==> src/rtl/branch_resolve_pkg.sv <==
// Shared defaults and helpers for the branch resolution slice.
package branch_resolve_pkg;

  // Project defaults for the predictor interface widths and queue capacity.
  localparam int unsigned W_BRID    = 2;
  localparam int unsigned W_ADDR    = 32;
  localparam int unsigned BRQ_DEPTH = 4;

  // A branch mispredicted when its predicted and actual directions differ.
  function automatic logic brq_is_miss(input logic pred, input logic taken);
    return pred ^ taken;
  endfunction

endpackage

==> src/rtl/branch_queue.sv <==
// Parameterised circular FIFO holding in-flight branch predictions.
// Clear has priority over push and pop; a push while full is dropped.
module branch_queue #(
  parameter int unsigned W_DATA = 35,
  parameter int unsigned DEPTH  = 4
) (
  input  logic                       clk,
  input  logic                       reset,
  input  logic                       push,
  input  logic                       pop,
  input  logic                       clear,
  input  logic [W_DATA-1:0]          wr_data,
  output logic [W_DATA-1:0]          rd_data,
  output logic [$clog2(DEPTH):0]     count,
  output logic                       full,
  output logic                       empty
);

  localparam int unsigned W_PTR = $clog2(DEPTH);
  localparam int unsigned W_CNT = W_PTR + 1;

  logic [W_DATA-1:0] mem [DEPTH];
  logic [W_PTR-1:0]  head;
  logic [W_PTR-1:0]  tail;
  logic              do_push;
  logic              do_pop;

  assign full    = (count == W_CNT'(DEPTH));
  assign empty   = (count == '0);
  assign do_push = push & ~full & ~clear;
  assign do_pop  = pop & ~empty & ~clear;
  assign rd_data = mem[head];

  // Entry storage; contents are only meaningful between head and tail.
  always_ff @(posedge clk) begin
    if (do_push) begin
      mem[tail] <= wr_data;
    end
  end

  // Pointer and occupancy update; pointers wrap at the power-of-two depth.
  always_ff @(posedge clk or negedge reset) begin
    if (!reset) begin
      head  <= '0;
      tail  <= '0;
      count <= '0;
    end else if (clear) begin
      head  <= '0;
      tail  <= '0;
      count <= '0;
    end else begin
      if (do_push) begin
        tail <= tail + W_PTR'(1);
      end
      if (do_pop) begin
        head <= head + W_PTR'(1);
      end
      case ({do_push, do_pop})
        2'b10:   count <= count + W_CNT'(1);
        2'b01:   count <= count - W_CNT'(1);
        default: count <= count;
      endcase
    end
  end

endmodule

==> src/rtl/branch_resolve.sv <==
// Execute-side branch resolution: returns training updates to the
// predictor and raises flush/redirect on a mispredict.
module branch_resolve
  import branch_resolve_pkg::*;
#(
  parameter int unsigned W_BRID = branch_resolve_pkg::W_BRID,
  parameter int unsigned W_ADDR = branch_resolve_pkg::W_ADDR,
  parameter int unsigned DEPTH  = branch_resolve_pkg::BRQ_DEPTH
) (
  input  logic              clk,
  input  logic              reset,
  input  logic              push_i,
  input  logic              pred_i,
  input  logic [W_BRID-1:0] pred_id_i,
  input  logic [W_ADDR-1:0] alt_pc_i,
  output logic              stall_o,
  input  logic              resolve_i,
  input  logic              taken_i,
  output logic              v_o,
  output logic              branch_o,
  output logic [W_BRID-1:0] branch_id_o,
  output logic              flush_o,
  output logic [W_ADDR-1:0] redirect_pc_o,
  output logic              err_o
);

  localparam int unsigned W_DATA = 1 + W_BRID + W_ADDR;

  logic [W_DATA-1:0]      q_rd_data;
  logic [$clog2(DEPTH):0] q_count;
  logic                   q_full;
  logic                   q_empty;
  logic                   head_pred;
  logic [W_BRID-1:0]      head_id;
  logic [W_ADDR-1:0]      head_alt;
  logic                   resolve_ok;
  logic                   miss;

  assign head_pred  = q_rd_data[W_DATA-1];
  assign head_id    = q_rd_data[W_ADDR +: W_BRID];
  assign head_alt   = q_rd_data[W_ADDR-1:0];
  assign resolve_ok = resolve_i & (q_count != '0);
  assign miss       = resolve_ok & brq_is_miss(head_pred, taken_i);
  assign stall_o    = q_full;

  // A mispredict clears the queue, which also discards any same-cycle push.
  branch_queue #(
    .W_DATA (W_DATA),
    .DEPTH  (DEPTH)
  ) u_queue (
    .clk     (clk),
    .reset   (reset),
    .push    (push_i),
    .pop     (resolve_ok),
    .clear   (miss),
    .wr_data ({pred_i, pred_id_i, alt_pc_i}),
    .rd_data (q_rd_data),
    .count   (q_count),
    .full    (q_full),
    .empty   (q_empty)
  );

  // Registered training update and redirect; v_o/flush_o pulse per resolve.
  always_ff @(posedge clk or negedge reset) begin
    if (!reset) begin
      v_o           <= 1'b0;
      branch_o      <= 1'b0;
      branch_id_o   <= '0;
      flush_o       <= 1'b0;
      redirect_pc_o <= '0;
    end else begin
      v_o     <= resolve_ok;
      flush_o <= miss;
      if (resolve_ok) begin
        branch_o    <= taken_i;
        branch_id_o <= head_id;
      end
      if (miss) begin
        redirect_pc_o <= head_alt;
      end
    end
  end

  // Sticky error for a resolve with nothing outstanding.
  always_ff @(posedge clk or negedge reset) begin
    if (!reset) begin
      err_o <= 1'b0;
    end else if (resolve_i & q_empty) begin
      err_o <= 1'b1;
    end
  end

endmodule

==> config.mk <==
export PLATFORM = sky130hd
export DESIGN_NAME = branch_resolve
export DESIGN_NICKNAME = d
export VERILOG_FILES = /design/src/rtl/branch_resolve_pkg.sv /design/src/rtl/branch_queue.sv /design/src/rtl/branch_resolve.sv
export SDC_FILE = /design/constraint.sdc
export NUM_CORES = 1
export LEC_CHECK = 0
export CORE_MARGIN = 10
export CORE_UTILIZATION = 55
export DETAILED_ROUTE_END_ITERATION = 12
export HOLD_SLACK_MARGIN = 0.02
export PLACE_DENSITY_LB_ADDON = 0.3
export SYNTH_ARGS = -nofsm -noshare
export SYNTH_HDL_FRONTEND = slang
export SYNTH_SLANG_ARGS = --single-unit
export TNS_END_PERCENT = 50
==> constraint.sdc <==
create_clock -name clk -period 7.8 [get_ports clk]
set_clock_uncertainty 0.2 [all_clocks]
set_input_delay 1.56 -clock clk [delete_from_list [all_inputs] [get_ports clk]]
set_output_delay 1.56 -clock clk [all_outputs]
set_load 0.03 [all_outputs]
==> impl_metrics.py, run 1 <==
metrics = {
    "floorplan": {
        "die_w_um": 133,
        "core_um2": 12600,
        "fp.dieH_um": 133,
        "fp-row-count": 41,
        "ioPinCount": 79,
        "start_util": 0.557,
        "dieArea_um2": 17600,
    },
    "power_and_ir_drop": {
        "seq_power_share": 0.421,
        "ir_drop_uv": 182,
        "clkPwrFrac": 0.264,
        "p_switching_mw": 1.03,
        "power_density_nw_per_um2": 400,
        "combPwrFrac": 0.315,
        "p_sw_frac": 0.299,
        "p_int_mw": 2.42,
        "p_leak_nw": 2.97,
    },
    "cts": {
        "cts_setup_buffers": 0,
        "clkSinkCount": 185,
        "clock_path_buffers": 2,
        "insertion_delay_ps": 420,
        "cts_max_level": 4,
        "cts_tree": "built",
        "cts-buffers-inserted": 17,
        "postCtsHoldBufs": 0,
        "ctsResizeCount": 0,
        "cts-root-buf": "clkbuf_16",
        "clkTransAtPathRegs_ps": 60,
    },
    "detailed_routing": {
        "met2WireLength_um": 6840,
        "drt_iter0_drc": 215,
        "routed_wl_um": 12900,
        "drt-met1-wl_um": 5130,
        "top_layer_used": "met4",
        "routed_via_density": 5.55,
        "wl_per_cell_um": 21.3,
        "met3RoutedLength_um": 797,
        "route.detailed.drc": 0,
        "ant_nets": 0,
        "drt_pass1_iterations": 4,
        "num_vias": 3361,
    },
    "worst_setup_path": {
        "path_common_cell": "buf_4",
        "path_delay_family": "buffers and inverters",
        "crit_fanout": 39,
        "cp_num_buf_inv": 3,
        "start_kind": "primary input",
        "cp.arrival_ps": 4580,
        "startpoint": "taken_i",
        "cpPeakStageDelay_ps": 980,
        "cp_data_required_time_ps": 7680,
        "crit_chain": "clkdlybuf4s50_1 -> nand2b_1 -> mux2i_2 -> nor3_4 -> buf_4 -> nor3b_2 -> buf_4",
        "rrSetupSlack_ps": 3560,
        "path_class": "primary input to flip-flop",
        "r2r_start": "u_queue.head[1]",
        "crit_slowest_cell": "nor3b_2",
        "endpoint_kind": "flip-flop",
    },
    "timing": {
        "fmax_mhz": 213,
        "final_hold_viol_count": 0,
        "finalWorstSetupSlack_ps": 3100,
        "holdWs_ps": 259,
        "max_slew_margin": 0.247,
        "fin_crit_sh": 0.602,
        "finalSetupTns_ps": 0,
        "period_needed_ps": 4700,
        "tightest_slew_ps": 1130,
        "maxSlewViolCount": 0,
        "finalSetupViolations": 0,
        "rsz0062_at_grt": "no",
    },
    "synth": {
        "ys.flop_type": "edfxtp_1",
        "synthAdderAreaFrac": 0.0100,
        "ys_ff_latch": 185,
        "synthArstFlopShare": 0.243,
        "yosys.area.top_type": "edfxtp_1",
        "syn_nets": 375,
        "synthesis.area_um2": 7000,
        "muxShareOfSynthArea": 0.170,
        "avgSynthCellArea_um2": 21.2,
        "synth_compound_area_frac": 0.0147,
        "synthCells": 330,
        "yosysWarningCount": 0,
        "synth_top_cell_area_share": 0.600,
        "yosys.cell_types.count": 38,
        "ys_seq_area_frac": 0.761,
        "yosys-top-cells-area": "edfxtp_1, dfrtp_1, mux4_2",
        "yosys.area_share.xor_xnor": 0.00375,
        "yosysMostFrequentCell": "edfxtp_1",
        "synth_edf_count": 140,
        "synth_top_family_by_area": "multiplexers",
        "synth_common_cells": "edfxtp_1, dfrtp_1, mux4_2",
        "synthSimpleGateAreaFrac": 0.0248,
    },
    "global_routing": {
        "first_global_vias": 3668,
        "antenna_found_initial": 0,
        "grt_usage": 0.150,
        "gr-total-overflow": 0,
        "grt_pass1_wl_um": 20200,
        "grt_max_degree": 46,
    },
    "layout": {
        "utilization": 0.685,
        "drive_above_1_share": 0.260,
        "layout.cells.non_filler": 606,
        "diodes": 0,
        "layout.nets": 466,
        "area_growth_pct": 23.0,
    },
    "placement": {
        "place.gp.congestion": 0.798,
        "dp.cells": 574,
        "pre_cts_slack_ps": 2680,
        "portBuffers": 78,
        "dpl.hpwl_um": 7910,
    },
    "hold_path": {
        "hp-start": "err_o",
        "hp-class": "flip-flop to flip-flop",
    },
    "outcome": {
        "outcome": "complete, no violations",
    },
    "run": {
        "drv_cap": 0,
    },
}
==> sequential cells by signal, summed over array words and instances, names as in the netlist <==
signal	flops
redirect_pc_o	32
u_queue.mem	140
u_queue.count	3
flush_o	1
u_queue.tail	2
err_o	1
u_queue.head	2
branch_id_o	2
branch_o	1
v_o	1
==> final timing paths <==
| path | end | cells after the start |
|---|---|---|
| worst max-delay path | u_queue.mem[1][12] | 7 |
| min in group asynchronous | redirect_pc_o[14] | 2 |
| worst min register to register | err_o | 1 |
| worst min-delay path | err_o | 1 |
| worst max register to register | u_queue.mem[1][12] | 6 |
| max in group asynchronous | u_queue.head[1] | 2 |
==> kinds of logic after synthesis <==
| logic type | count (synthesis) |
|---|---|
| adder cells (fa/ha/maj) | 5 |
| buffers and inverters | 18 |
| XOR/XNOR | 3 |
| AO/OA/AOI/OAI | 14 |
| AND/OR/NAND/NOR | 34 |
| multiplexers | 71 |
| flip-flops | 185 |
==> metrics by stage <==
step	power, mW	area [um^2]
after CTS	3.49	8610
after floorplan	2.18	7000
after global placement	2.53	7980
final	3.45	8610
after detailed placement	2.57	7980
after global routing	3.60	8610
==> power groups by stage <==
stage,Sequential (mW),Combinational (mW),Clock (mW)
after detailed placement,1.47,1.10,0
after CTS,1.45,1.11,0.927
after floorplan,1.61,0.575,0
after global placement,1.46,1.08,0
final,1.45,1.09,0.910
after global routing,1.48,1.16,0.963
==> placed cells by master, fill, tap and decap left out, types with 4 or more instances in the layout <==
master | Yosys | routed
edfxtp_1 | 140 | 140
clkdlybuf4s50_1 | 0 | 77
dfrtp_1 | 45 | 43
mux4_2 | 34 | 34
mux2_2 | 30 | 30
nand2_1 | 19 | 19
clkbuf_16 | 0 | 17
buf_4 | 2 | 8
bufinv_16 | 0 | 5
clkbuf_1 | 5 | 5
nor3b_2 | 0 | 4
ha_1 | 4 | 4
==> cell type report <==
| type | count | area [um^2] |
|---|---|---|
| clock inverters | 9 | 173 |
| well taps | 172 | 215 |
| clock buffers | 23 | 458 |
| multi-input cells | 127 | 1590 |
| inverters | 4 | 15.0 |
| flip-flops and latches | 185 | 5330 |
| repair buffers | 86 | 836 |
| fillers | 798 | 3950 |
==> routing by layer <==
layer / track usage / vias to the layer above
li1: - / 1498
met4: 0.0538 / 0
met1: 0.175 / 1757
met5: 0 / -
met2: 0.252 / 94
met3: 0.0488 / 12
Note: power is estimated with default switching activity, not from simulation.
==> run 2: changes to the inputs <==
- CORE_UTILIZATION: 55 -> 50
- clock period: 7.8 -> 3.92 ns (I/O delays scaled with it)
==> run 2 against run 1 <==
Against the previous run: register-to-register slack got worse by 2800 ps; cell area increased by 0.42%; first-iteration DRC count increased by 24%; worst hold slack about the same; sequential power increased by 93%; largest cell class unchanged; power increased by 98%; critical path type is now flip-flop to flip-flop; via count increased by 0.60%; utilization decreased by 5.7 points; global-route usage decreased by 0.97 points; sequential share of layout area decreased by 0.26 points.
==> impl_metrics.py, run 2 (same netlist as run 1, synthesis figures left out) <==
metrics = {
    "outcome": {
        "outcome": "complete, no violations",
    },
    "floorplan": {
        "fp-row-count": 43,
        "dieArea_um2": 19100,
        "ioPinCount": 79,
        "start_util": 0.508,
        "core_um2": 13800,
        "die_w_um": 138,
        "fp.dieH_um": 138,
    },
    "worst_setup_path": {
        "path_class": "flip-flop to flip-flop",
        "start_kind": "flip-flop",
        "rrSetupSlack_ps": 780,
        "cp.arrival_ps": 3270,
        "crit-reg2reg-capture": "u_queue.count[2]",
        "reg2reg_depth": 8,
        "cp_data_required_time_ps": 4050,
        "r2r_start": "u_queue.count[1]",
        "startpoint": "u_queue.count[1]",
        "endpoint_kind": "flip-flop",
        "crit_fanout": 13,
        "critPathCapture": "u_queue.count[2]",
    },
    "placement": {
        "place.gp.congestion": 0.732,
        "portBuffers": 78,
        "dpl.hpwl_um": 8100,
        "pre_cts_slack_ps": 425,
        "placed_area_um2": 8030,
        "dp.cells": 587,
    },
    "power_and_ir_drop": {
        "p_leak_nw": 2.98,
        "ir_drop_uv": 479,
        "power_density_nw_per_um2": 790,
    },
    "cts": {
        "ctsResizeCount": 0,
        "cts_setup_buffers": 0,
        "clock_path_buffers": 2,
        "clkTransAtPathRegs_ps": 60,
        "cts-buffers-inserted": 17,
        "cts-root-buf": "clkbuf_16",
        "cts_tree": "built",
        "cts_max_level": 4,
        "clkSinkCount": 185,
        "postCtsHoldBufs": 0,
        "insertion_delay_ps": 420,
    },
    "layout": {
        "final_cell_mix": "edfxtp_1, clkdlybuf4s50_1, dfrtp_1",
        "diodes": 0,
        "layout.cells.non_filler": 619,
        "top_register": "u_queue.mem",
        "layout.nets": 471,
        "largest_reg_flops": 140,
        "area_growth_pct": 23.6,
        "top_regs": "u_queue.mem: 140 flops, redirect_pc_o: 32 flops, u_queue.count: 3 flops",
        "layout_commonest_cell": "edfxtp_1",
        "utilization": 0.628,
        "fin_area_um2": 8650,
        "drive_above_1_share": 0.273,
    },
    "global_routing": {
        "grt_max_degree": 46,
        "grt_usage": 0.140,
        "first_global_vias": 3772,
        "grt_pass1_wl_um": 20800,
        "gr-total-overflow": 0,
        "antenna_found_initial": 0,
    },
    "detailed_routing": {
        "wl_per_cell_um": 20.8,
        "num_vias": 3381,
        "drt_iter0_drc": 267,
        "routed_via_density": 5.46,
        "routed_wl_um": 12900,
        "ant_nets": 0,
        "route.detailed.drc": 0,
        "drt_pass1_iterations": 4,
    },
    "timing": {
        "finalSetupTns_ps": 0,
        "finalWorstSetupSlack_ps": 776,
        "fmax_mhz": 318,
        "max_slew_margin": 0.247,
        "period_needed_ps": 3140,
        "maxSlewViolCount": 0,
        "finalSetupViolations": 0,
        "rsz0062_at_grt": "no",
        "fin_crit_sh": 0.802,
        "tightest_slew_ps": 1130,
        "final_hold_viol_count": 0,
    },
    "run": {
        "drv_cap": 0,
    },
    "hold_path": {
        "hp-start": "err_o",
        "hp-class": "flip-flop to flip-flop",
    },
}
## run 2: cell types whose count changed in the layout (fill, tap and decap cells not counted)
cell	delta
bufinv_16	-1
buf_4	+5
clkinv_4	+1
clkinv_2	-1
clkinv_1	+2
clkinvlp_4	+3
clkbuf_1	-4
## run 2: area by class of cell
| cell class | count | area, um^2 |
|---|---|---|
| flip-flops and latches | 185 | 5330 |
| fillers | 986 | 5120 |
| multi-input cells | 127 | 1590 |
| repair buffers | 91 | 873 |
| clock buffers | 19 | 443 |
| well taps | 180 | 225 |
| clock inverters | 13 | 176 |
| inverters | 4 | 15.0 |
## run 2: how the worst min path moves through the flow
stage	to	cells past startpoint
floorplan	branch_id_o[0]	0
global placement	err_o	1
finish	err_o	1
global route	err_o	1
CTS	err_o	1
detailed placement	err_o	1
## run 2: routing by layer
metal	up-vias	track usage	share of wire
li1	1504	-	-
met1	1759	0.171	0.42
met2	107	0.224	0.51
met3	11	0.0493	0.062
met4	0	0.0522	0.0088
met5	-	0	0
## run 2: where the power goes
| group | leakage [nW] | internal (mW) | switching, mW | total (mW) |
|---|---|---|---|---|
| clock | 0.290 | 1.08 | 0.683 | 1.76 |
| combinational | 0.886 | 1.07 | 1.21 | 2.28 |
| sequential | 1.81 | 2.61 | 0.191 | 2.80 |
## run 2: critical path, cell delays in order (launching register included)
cell	delay [ps]
dfrtp_1	450
o31ai_2	870
clkinv_1	210
o21ai_0	200
nor2_1	90
fa_1	420
a211o_1	260
o21bai_1	160
a32oi_1	170
## run 2: metrics by stage
stage,power (mW),hold WS [ps]
6_report,6.84,259
3_3_place_gp,5.08,238
3_5_place_dp,5.15,256
4_1_cts,6.93,268
2_1_floorplan,4.35,288
5_1_grt,7.18,302
==> run 3: changes to the inputs <==
- clock period: 3.92 -> 2.8 ns (I/O delays scaled with it)
==> run 3 against run 2 <==
Against the previous run: global-route usage up 0.46 points; setup slack got worse by 620 ps; register-to-register slack lost 510 ps; combinational power grew 49%; sequential power increased by 41%; utilization is 2.1 points higher; routed wire length rose by 3.4%; power rose by 45%; cell count grew 2.3%; first-iteration DRC count is 32% lower; worst hold slack got worse by 3.7 ps; cell area increased by 3.4%.
==> impl_metrics.py, run 3 (same netlist as run 1, synthesis figures left out) <==
metrics = {
    "outcome": {
        "outcome": "complete, no violations",
    },
    "run": {
        "drv_cap": 0,
    },
    "timing": {
        "final_hold_viol_count": 0,
        "fin_crit_sh": 0.946,
        "finalWorstSetupSlack_ps": 152,
        "max_slew_margin": 0.520,
        "finalSetupViolations": 0,
        "tightest_slew_ps": 720,
        "maxSlewViolCount": 0,
        "period_needed_ps": 2650,
        "fmax_mhz": 378,
        "rsz0062_at_grt": "no",
    },
    "global_routing": {
        "grt_pass1_wl_um": 21500,
        "grt_max_degree": 37,
        "first_global_vias": 3792,
        "grt_usage": 0.144,
        "gr-total-overflow": 0,
        "antenna_found_initial": 0,
    },
    "cts": {
        "clock_path_buffers": 2,
        "clkSinkCount": 185,
        "cts_setup_buffers": 0,
        "cts-buffers-inserted": 17,
        "cts-root-buf": "clkbuf_16",
        "cts_max_level": 4,
        "clkTransAtPathRegs_ps": 60,
        "insertion_delay_ps": 420,
        "cts_tree": "built",
    },
    "layout": {
        "layout.nets": 485,
        "largest_reg_flops": 140,
        "layout_commonest_cell": "edfxtp_1",
        "final_cell_mix": "edfxtp_1, clkdlybuf4s50_1, dfrtp_1",
        "top_regs": "u_queue.mem: 140 flops, redirect_pc_o: 32 flops, u_queue.count: 3 flops",
        "diodes": 0,
        "utilization": 0.649,
        "area_growth_pct": 27.7,
        "top_register": "u_queue.mem",
        "drive_above_1_share": 0.300,
    },
    "worst_setup_path": {
        "start_kind": "flip-flop",
        "crit_fanout": 6,
        "cp.arrival_ps": 1890,
        "cp_data_required_time_ps": 2040,
        "crit_slowest_cell": "or3b_2",
        "path_class": "flip-flop to primary output",
        "cpPeakStageDelay_ps": 540,
        "crit_chain": "or3b_2 -> inv_1 -> dlygate4sd2_1",
        "endpoint_kind": "primary output",
    },
    "power_and_ir_drop": {
        "ir_drop_uv": 585,
        "power_density_nw_per_um2": 1110,
        "p_leak_nw": 3.13,
    },
    "floorplan": {
        "ioPinCount": 79,
        "dieArea_um2": 19100,
        "start_util": 0.508,
        "core_um2": 13800,
        "fp.dieH_um": 138,
        "fp-row-count": 43,
        "die_w_um": 138,
    },
    "placement": {
        "pre_cts_slack_ps": -233,
        "dpl.hpwl_um": 8450,
        "portBuffers": 78,
        "place.gp.congestion": 0.801,
    },
    "detailed_routing": {
        "wl_per_cell_um": 21.0,
        "num_vias": 3422,
        "drt_iter0_drc": 182,
        "ant_nets": 0,
        "routed_wl_um": 13300,
        "route.detailed.drc": 0,
        "routed_via_density": 5.41,
        "drt_pass1_iterations": 5,
    },
    "hold_path": {
        "hp-class": "flip-flop to flip-flop",
    },
}
-- run 3: changes by cell type in the layout (fill, tap and decap cells not counted), moves of 2 or more --
| cell | previous run | this run |
|---|---|---|
| nor3b_4 | 0 | 4 |
| clkinv_2 | 2 | 4 |
| buf_4 | 13 | 16 |
| clkinvlp_4 | 4 | 1 |
| buf_12 | 0 | 10 |
| nor3b_2 | 4 | 0 |
-- run 3: routing by layer --
layer  routed length [um]  GRT usage
met5                    0          0
met3                  644     0.0497
met4                  125     0.0433
met2                 6770      0.236
met1                 5760      0.178
-- run 3: cell type report --
cell class                      instances  area, um^2
Multi-Input combinational cell        127        1610
Inverter                                4        15.0
Clock buffer                           19         453
Fill cell                             957        4830
Clock inverter                         13         199
Tap cell                              180         225
Timing Repair Buffer                  105        1100
Sequential cell                       185        5330
-- run 3: power by group --
part	total (mW)	switching (mW)	internal (mW)
combinational	3.39	1.70	1.68
clock	2.58	0.959	1.62
sequential	3.96	0.309	3.65
-- run 3: critical path, delay by kind of cell, from the launching register on --
| family | cells | cell delay (ps) |
|---|---|---|
| simple gates | 1 | 540 |
| buf+inv | 2 | 480 |
| flops | 1 | 450 |
-- run 3: worst paths after layout --
| kind | start | to | slack, ps | cells after the start |
|---|---|---|---|---|
| max | u_queue.count[1] | stall_o | 150 | 3 |
| min | err_o | err_o | 260 | 1 |
| max reg2reg | u_queue.head[1] | u_queue.count[2] | 270 | 8 |
| min reg2reg | err_o | err_o | 260 | 1 |
| max in group asynchronous | reset | redirect_pc_o[18] | 1400 | 3 |
| min in group asynchronous | reset | branch_o | 410 | 2 |
-- run 3: per-stage QoR --
| stage | hold slack, ps | cells | power [mW] | instance area (um^2) | setup TNS [ps] |
|---|---|---|---|---|---|
| 6_report | 255 | 633 | 9.93 | 8940 | 0 |
| 2_1_floorplan | 64.4 | 330 | 6.12 | 7060 | -29320 |
| 4_1_cts | 260 | 633 | 10.1 | 8940 | 0 |
| 5_1_grt | 275 | 633 | 10.4 | 8940 | 0 |
| 3_5_place_dp | 245 | 600 | 7.45 | 8280 | -3520 |
| 3_3_place_gp | 246 | 600 | 7.39 | 8280 | -1810 |
-- run 3: timing repair --
| action | CTS | global route |
|---|---|---|
| hold buffers | 1 | 0 |
| gates resized for setup | 1 | 1 |
| setup endpoints to repair | 1 | 1 |
| endpoints found under the hold margin | 16 | 0 |
